[config.mk]
export PLATFORM = sky130hd
export DESIGN_NAME = keyexp_flat
export DESIGN_NICKNAME = d
export VERILOG_FILES = /design/src/rtl/keyexp_if.sv /design/src/rtl/keyexp.sv /design/src/flat_wrapper.sv
export SDC_FILE = /design/constraint.sdc
export NUM_CORES = 2
export LEC_CHECK = 0
export ABC_AREA = 1
export BUFFER_PORTS_ARGS = -buffer_cell sky130_fd_sc_hd__buf_2
export CAP_MARGIN = 5
export CORE_AREA = 4 4 466 422
export CTS_CLUSTER_SIZE = 30
export DETAILED_ROUTE_END_ITERATION = 8
export DIE_AREA = 0 0 470 426
export MAX_ROUTING_LAYER = met4
export PLACE_DENSITY = 0.53
export SLEW_MARGIN = 10
export SYNTH_ARGS = -nofsm -noshare
export SYNTH_HDL_FRONTEND = slang
export SYNTH_SLANG_ARGS = --single-unit
[constraint.sdc]
create_clock -name CLK_i -period 3.1 [get_ports CLK_i]
set_input_delay 0 -clock CLK_i [delete_from_list [all_inputs] [get_ports CLK_i]]
set_output_delay 0 -clock CLK_i [all_outputs]
set_load 0.02 [all_outputs]
[src/rtl/keyexp_if.sv]
// Request/response bundle between a key-expansion client and keyexp.
interface keyexp_if;
  logic [127:0]  KEY_i;
  logic          KEY_VALID_i;
  logic          DEC_i;
  logic [1023:0] RK_o;
  logic          RK_READY_o;
  logic          BUSY_o;

  modport master (output KEY_i, KEY_VALID_i, DEC_i,
                  input  RK_o, RK_READY_o, BUSY_o);
  modport slave  (input  KEY_i, KEY_VALID_i, DEC_i,
                  output RK_o, RK_READY_o, BUSY_o);
endinterface

[src/rtl/keyexp.sv]
// Iterative SM4 key schedule: one round per two clocks through a registered S-box.
// Define KEYEXP_DEC_EN to build the decryption (reversed) round-key ordering.
module sbox_32b (
  input  logic        CLK_i,
  input  logic [31:0] din,
  output logic [31:0] dout_p1
);
  localparam logic [0:255][7:0] SBOX = {
    128'hd690e9fecce13db716b614c228fb2c05, 128'h2b679a762abe04c3aa44132649860699,
    128'h9c4250f491ef987a33540b43edcfac62, 128'he4b31ca9c908e89580df94fa758f3fa6,
    128'h4707a7fcf37317ba83593c19e6854fa8, 128'h686b81b27164da8bf8eb0f4b70569d35,
    128'h1e240e5e6358d1a225227c3b01217887, 128'hd40046579fd327524c3602e7a0c4c89e,
    128'heabf8ad240c738b5a3f7f2cef96115a1, 128'he0ae5da49b341a55ad933230f58cb1e3,
    128'h1df6e22e8266ca60c02923ab0d534e6f, 128'hd5db3745defd8e2f03ff6a726d6c5b51,
    128'h8d1baf92bbddbc7f11d95c411f105ad8, 128'h0ac13188a5cd7bbd2d74d012b8e5b4b0,
    128'h8969974a0c96777e65b9f109c56ec684, 128'h18f07dec3adc4d2079ee5f3ed7cb3948
  };

  always_ff @(posedge CLK_i)
    dout_p1 <= {SBOX[din[31:24]], SBOX[din[23:16]], SBOX[din[15:8]], SBOX[din[7:0]]};
endmodule

module keyexp (
  input  logic     CLK_i,
  input  logic     RST_N_i,
  keyexp_if.slave  bus
);
  typedef enum logic [1:0] {IDLE, RA, RB, DONE} state_t;

  localparam logic [127:0] FK = 128'hA3B1BAC6_56AA3350_677D9197_B27022DC;

  state_t      state_q, state_d;
  logic [31:0] k_q [4];
  logic [31:0] rk_q [32];
  logic [4:0]  r_q;
  logic [4:0]  slot;
  logic [31:0] sbox_in_p0, sbox_out_p1, k_new;
  logic        accept;

  function automatic logic [31:0] ck(input logic [4:0] i);
    logic [31:0] c;
    logic [7:0]  idx;
    c = '0;
    for (int j = 0; j < 4; j++) begin
      idx = {1'b0, i, 2'(j)};
      c[31-8*j -: 8] = idx * 8'd7;
    end
    return c;
  endfunction

  function automatic logic [31:0] l_prime(input logic [31:0] b);
    return b ^ {b[18:0], b[31:19]} ^ {b[8:0], b[31:9]};
  endfunction

  assign accept     = ((state_q == IDLE) || (state_q == DONE)) && bus.KEY_VALID_i;
  assign sbox_in_p0 = k_q[1] ^ k_q[2] ^ k_q[3] ^ ck(r_q);
  assign k_new      = k_q[0] ^ l_prime(sbox_out_p1);

  // ---- stage p0 -> p1: S-box registered during RA, consumed in RB ----
  sbox_32b u_sbox (
    .CLK_i   (CLK_i),
    .din     (sbox_in_p0),
    .dout_p1 (sbox_out_p1)
  );

`ifdef KEYEXP_DEC_EN
  logic dec_q;

  always_ff @(posedge CLK_i or negedge RST_N_i) begin
    if (!RST_N_i)    dec_q <= 1'b0;
    else if (accept) dec_q <= bus.DEC_i;
  end

  // Reversed order places rk(r) in slot 31-r, which is ~r for a 5-bit index.
  assign slot = dec_q ? ~r_q : r_q;
`else
  assign slot = r_q;
`endif

  always_ff @(posedge CLK_i or negedge RST_N_i) begin
    if (!RST_N_i) state_q <= IDLE;
    else          state_q <= state_d;
  end

  always_comb begin
    state_d = state_q;
    case (state_q)
      IDLE, DONE: if (bus.KEY_VALID_i) state_d = RA;
      RA:         state_d = RB;
      RB:         state_d = (r_q == 5'd31) ? DONE : RA;
      default:    state_d = IDLE;
    endcase
  end

  // ---- stage p1 -> window: shift K, store the new round key ----
  always_ff @(posedge CLK_i or negedge RST_N_i) begin
    if (!RST_N_i) begin
      for (int i = 0; i < 4; i++)  k_q[i]  <= '0;
      for (int i = 0; i < 32; i++) rk_q[i] <= '0;
      r_q <= '0;
    end else if (accept) begin
      for (int i = 0; i < 4; i++)
        k_q[i] <= bus.KEY_i[127-32*i -: 32] ^ FK[127-32*i -: 32];
      r_q <= '0;
    end else if (state_q == RB) begin
      k_q[0]     <= k_q[1];
      k_q[1]     <= k_q[2];
      k_q[2]     <= k_q[3];
      k_q[3]     <= k_new;
      rk_q[slot] <= k_new;
      r_q        <= r_q + 5'd1;
    end
  end

  for (genvar j = 0; j < 32; j++) begin : g_rk
    assign bus.RK_o[32*(32-j)-1 -: 32] = rk_q[j];
  end

  assign bus.RK_READY_o = (state_q == DONE);
  assign bus.BUSY_o     = (state_q == RA) || (state_q == RB);
endmodule

[src/flat_wrapper.sv]
// flat-port wrapper written by rule: the top's interface ports become plain ports
module keyexp_flat 
  (CLK_i, RST_N_i, bus_KEY_i, bus_KEY_VALID_i, bus_DEC_i, bus_RK_o, bus_RK_READY_o, bus_BUSY_o);
  keyexp_if bus_i ();
  input  logic CLK_i;
  input  logic RST_N_i;
  input wire logic [$bits(bus_i.KEY_i)-1:0] bus_KEY_i;
  input wire logic [$bits(bus_i.KEY_VALID_i)-1:0] bus_KEY_VALID_i;
  input wire logic [$bits(bus_i.DEC_i)-1:0] bus_DEC_i;
  output wire logic [$bits(bus_i.RK_o)-1:0] bus_RK_o;
  output wire logic [$bits(bus_i.RK_READY_o)-1:0] bus_RK_READY_o;
  output wire logic [$bits(bus_i.BUSY_o)-1:0] bus_BUSY_o;
  assign bus_i.KEY_i = bus_KEY_i;
  assign bus_i.KEY_VALID_i = bus_KEY_VALID_i;
  assign bus_i.DEC_i = bus_DEC_i;
  assign bus_RK_o = bus_i.RK_o;
  assign bus_RK_READY_o = bus_i.RK_READY_o;
  assign bus_BUSY_o = bus_i.BUSY_o;
  keyexp u_core (.CLK_i(CLK_i), .RST_N_i(RST_N_i), .bus(bus_i));
endmodule
# Word-level counts from Yosys, hierarchy flattened
# Memories as Yosys holds them, arrays and structs flattened. A register that Yosys moved wholly into a read port is not among the register bits.
# Index checks and enable logic that the tools add are counted.
# totals
regBits	1159
romBits	8192
in_bits	132
output_inout_bits	1026
elab_cells	88
n_memories	4
# mem_list
name	depth	width	read_ports	rd_clocked_by_memory_dff	wr	line	rtl
(name not given)	256	8	1	1	0	keyexp.sv:20	dout_p1 <= {SBOX[din[31:24]], SBOX[din[23:16]], SBOX[din[15:8]], SBOX[din[7:0]]};
(name not given)	256	8	1	1	0	keyexp.sv:20	
(name not given)	256	8	1	1	0	keyexp.sv:20	
(name not given)	256	8	1	1	0	keyexp.sv:20	
# op_classes
addsub	1
mul	4
order_cmp	2
eq_ne	5
mux	10
n_bitwise	16
n_reduce_logical	8
# op_table
operator	count
$bwmux 1024	1
$mux 128	2
$xor 32x32->32	6
$demux 32 s5	1
$not 8->9	4
$mux 32	1
$not 14->14	2
$not 19->19	1
$not 17->17	1
$mul 7x3->8 const B	2
$mux 5	2
$mul 6x3->7 const B	1
$ge 6x6->1 const B	1
$lt 6x1->1 const B	1
$mul 5x3->6 const B	1
$not 5->6	1
$pmux 2 s3	1
$add 5x1->5 const B	1
$eq 5x5->1 const B	1
$eq 2x2->1 const B	2
$mux 2	2
$eq 2x1->1 const B	1
$logic_and 1x1->1	2
$logic_not 2->1	1
other kinds (6)	7

# Longest topological paths before layout
# logic_depth
depth_word	6
depth_mapped	19
ltp_nobuf	18

# Hierarchy
# A second synthesis with hierarchy kept.
# unflattened
hier_cells	8249
hier_area_um2	61632.9
# modules_own_cells
mod	n_inst	cells_per_inst	area_per_inst_um2	seq_area_each_um2
keyexp	1	5740	49447.4	29002.8
sbox_32b	1	2509	12185.4	640.6

# Worst setup path after synthesis
# Ideal clock, no wire load.
# synth_path
kind	register to register
from	reg u_core.r_q[2]
to	reg u_core.u_sbox.dout_p1[29]
setup_time_ns	0.114
arrival_ns	3.116
required_time_ns	2.986
path_slack_ns	-0.129
stages_incl_launch_ff	13
path_buffers	1
synth_period_minus_slack_ns	3.229
path_cell_list	dfrtp_1 fa_1 ha_1 inv_1 fa_1 xor2_1 xor2_1 inv_1 clkbuf_1 a21oi_1 nand2_1 nand3_1 nand2_1
# synth_between
elab_chain_cells	3
# synth_lines
element	line	rtl
start: declaration	keyexp.sv:35	logic [4:0] r_q;
start signal: assignment	keyexp.sv:111	r_q <= r_q + 5'd1;
$mul 5x3->6	keyexp.sv:46	c[31-8*j -: 8] = idx * 8'd7;
$xor 32x32->32	keyexp.sv:56	assign sbox_in_p0 = k_q[1] ^ k_q[2] ^ k_q[3] ^ ck(r_q);
$not 8->9 (not written as such)	keyexp.sv:20	
end: declaration	keyexp.sv:6	output logic [31:0] dout_p1
# No other way between the ends.
# A chain may end at the register's enable or synchronous reset.

# Final worst setup path
# layout_path
from	reg u_core.r_q[2]
to	reg u_core.u_sbox.dout_p1[24]
# The elaborated chain is that of the path after synthesis.

==> results.sh <==
export IMPL_hold_path_class="input port to flip-flop"
export IMPL_fp_row_count=153
export IMPL_die_w_um=470
export IMPL_placed_cell_area_um2=70600
export IMPL_grt_overflow_total=0
export IMPL_first_pass_iters=6
export IMPL_period_share=1.02
export IMPL_initial_utilization=0.298
export IMPL_gp_congestion=0.980
export IMPL_synth_nets=7170
export IMPL_max_slew_margin=0.445
export IMPL_grt_usage=0.310
export IMPL_violations="setup timing"
export IMPL_clk_latency_ns=0.82
export IMPL_root_buffer="clkbuf_16"
export IMPL_clock_sinks=1191
export IMPL_wl_met3_um=22200
export IMPL_synth_area_um2=57200
export IMPL_yosysTopAreaCell="dfrtp_1"
export IMPL_finalWirelength_um=313000
export IMPL_synth_seq_cells=1191
export IMPL_final_cell_mix="nand3_1 (1168), dfrtp_1 (1158), buf_2 (1155)"
export IMPL_syn2layout_area_growth_pct=38.1
export IMPL_grt_pass1_wl_um=437000
export IMPL_chipHeight_um=426
export IMPL_cp_max_fo=7
export IMPL_drc=0
export IMPL_dp_slack_ns=-0.230
export IMPL_fin_ws_ns=-0.0660
export IMPL_fin_setup_tns_ns=-0.659
export IMPL_ant_nets=0
export IMPL_vias=59200
export IMPL_cts_buffers=136
export IMPL_nets=8827
export IMPL_rsz0062_at_grt="yes"
export IMPL_synth_area_top_cells="dfrtp_1 (51%), nand3_1 (11%), a21oi_1 (9.3%)"
export IMPL_cp_arrival_ns=3.87
export IMPL_synth_avg_cell_area_um2=8.23
export IMPL_syn_instance_count=6956
export IMPL_seq_area_um2=29600
export IMPL_synth_distinct_cells=43
export IMPL_critPathRequiredTime_ns=3.81
export IMPL_grt_antenna_before_repair=21
export IMPL_setup_viol=18
export IMPL_ys_warn_count=0
export IMPL_design_area_um2=79000
export IMPL_drive_gt1_frac=0.268
export IMPL_drv_slew=0
export IMPL_clk_pin_slew_ns=0.07
export IMPL_first_global_vias=57400
export IMPL_finClkSkew_ns=0.0430
export IMPL_io_pins=1158
export IMPL_highest_layer="met4"
export IMPL_drt_iter0_drc=5644
export IMPL_final_common_cell="nand3_1"
export IMPL_clk_path_buf_depth=3
export IMPL_synth_enable_flop_cells=0
export IMPL_wirelength_met1_um=128000
export IMPL_grt_max_degree=109
export IMPL_wl_met2_um=146000
export IMPL_h_tree_depth=4
export IMPL_cp_end_kind="flip-flop"
export IMPL_final_min_clock_period_ns=3.17
export IMPL_seq_area_frac_synth=0.518
export IMPL_dieArea_um2=200000
export IMPL_synth_top_area_frac=0.507
export IMPL_drv_cap=0
export IMPL_worstSetupPathType="flip-flop to flip-flop"
export IMPL_status="finished, violations left"
export IMPL_synthArstFlopShare=0.973
export IMPL_multi_input_area_um2=25700
export IMPL_tightest_slew_ns=0.827
export IMPL_crit_path_start_kind="flip-flop"
export IMPL_wl_per_cell_um=27.8
export IMPL_fmax_mhz=316
export IMPL_io_buffer_count=1156
export IMPL_tritoncts="built"
export IMPL_core_area_um2=192000
export IMPL_post_dp_hpwl_um=225000
export IMPL_hold_ws_ns=0.0536
export IMPL_ys_flop_type="dfrtp_1"
export IMPL_hold_viol=0
export IMPL_via_per_inst=5.25
export IMPL_fillCellCount=19600
==> synthesized netlist by cell type (5+ instances only) <==
master    instances
nand3_1        1228
dfrtp_1        1159
nor2_1         1123
nand2_1        1088
a21oi_1        1069
clkbuf_1        377
inv_1           190
xnor2_1         122
buf_2            99
o221ai_1         78
ha_1             74
o211ai_1         56
nand2_2          36
dfxtp_1          32
xor2_1           25
buf_1            23
nand3_2          23
buf_4            22
o21ai_0          19
nand4_1          15
nand2_4          14
buf_6            12
inv_2            12
fa_1              8
nand3b_1          7
nor2_2            7
or2_2             6
nand3_4           5
==> logic make-up (layout without fill, tap and decap cells) <==
logic type	after synthesis	after routing	share of synthesized area
and+or+nand+nor	3555	3555	0.269
AOI/OAI and AO/OA	1235	1235	0.116
DFF	1191	1191	0.518
buffers and inverters	743	2494	0.0547
xor gates and xnor gates	150	150	0.0233
adders and majority gates	82	82	0.0190
other	0	12	0
==> area by class of cell <==
cell class | instances | area share
multi-input cells | 5022 | 0.326
clock inverters | 43 | 0.00735
flip-flops and latches | 1191 | 0.375
inverters | 206 | 0.0100
clock buffers | 189 | 0.0493
diodes | 12 | 0.000380
well taps | 2557 | 0.0405
repair buffers | 2056 | 0.192
==> repair_timing <==
item                                     CTS  global route
endpoints found under the setup margin    32            32
pin swaps                                  8            54
gates resized for setup                   53           148
setup buffers                              6            17
gates cloned                               3            10
hold buffers                             254             0
hold endpoints to repair                1061             0
==> final timing paths <==
check / cells past startpoint / to / slack [ns] / startpoint
max: 13 / u_core.u_sbox.dout_p1[24] / -0.07 / u_core.r_q[2]
min: 4 / u_core.k_q[124] / 0.05 / bus_KEY_i[124]
max reg2reg: 13 / u_core.u_sbox.dout_p1[24] / -0.07 / u_core.r_q[2]
min reg2reg: 2 / u_core.k_q[105] / 0.51 / u_core.k_q[105]
max in group asynchronous: 3 / u_core.bus.RK_o[839] / 2.30 / RST_N_i
min in group asynchronous: 3 / u_core.bus.RK_o[257] / 0.08 / RST_N_i
==> registers in the layout, summed over array words and instances (netlist names) <==
register / cells
u_core.bus.RK_o: 1024
u_core.k_q: 128
u_core.u_sbox.dout_p1: 32
u_core.r_q: 5
u_core.state_q: 2
==> critical path, stage by stage, from the launching register on <==
cell and delay, ns:
dfrtp_2 0.42, fa_2 0.65, ha_2 0.21, inv_2 0.04, fa_2 0.58, xor2_2 0.18, xor2_2 0.23, buf_4 0.22
buf_12 0.13, nand3_1 0.10, nand3_1 0.10, nand2_1 0.06, nand2_1 0.08, nand2_1 0.06
==> routing by layer <==
layer / up-vias / GRT usage
li1: 26600 / -
met1: 29200 / 0.388
met2: 2710 / 0.487
met3: 660 / 0.0572
met4: 0 / 0.145
met5: - / -
==> through the flow <==
step	utilization	cells
finish	0.411	11300
global route	0.411	11300
CTS	0.406	11200
detailed placement	0.367	10700
global placement	0.367	10700
floorplan	-	6956
Power is not shown: default switching activity piles up to over one toggle a cycle in this logic, so the estimate is an artifact.
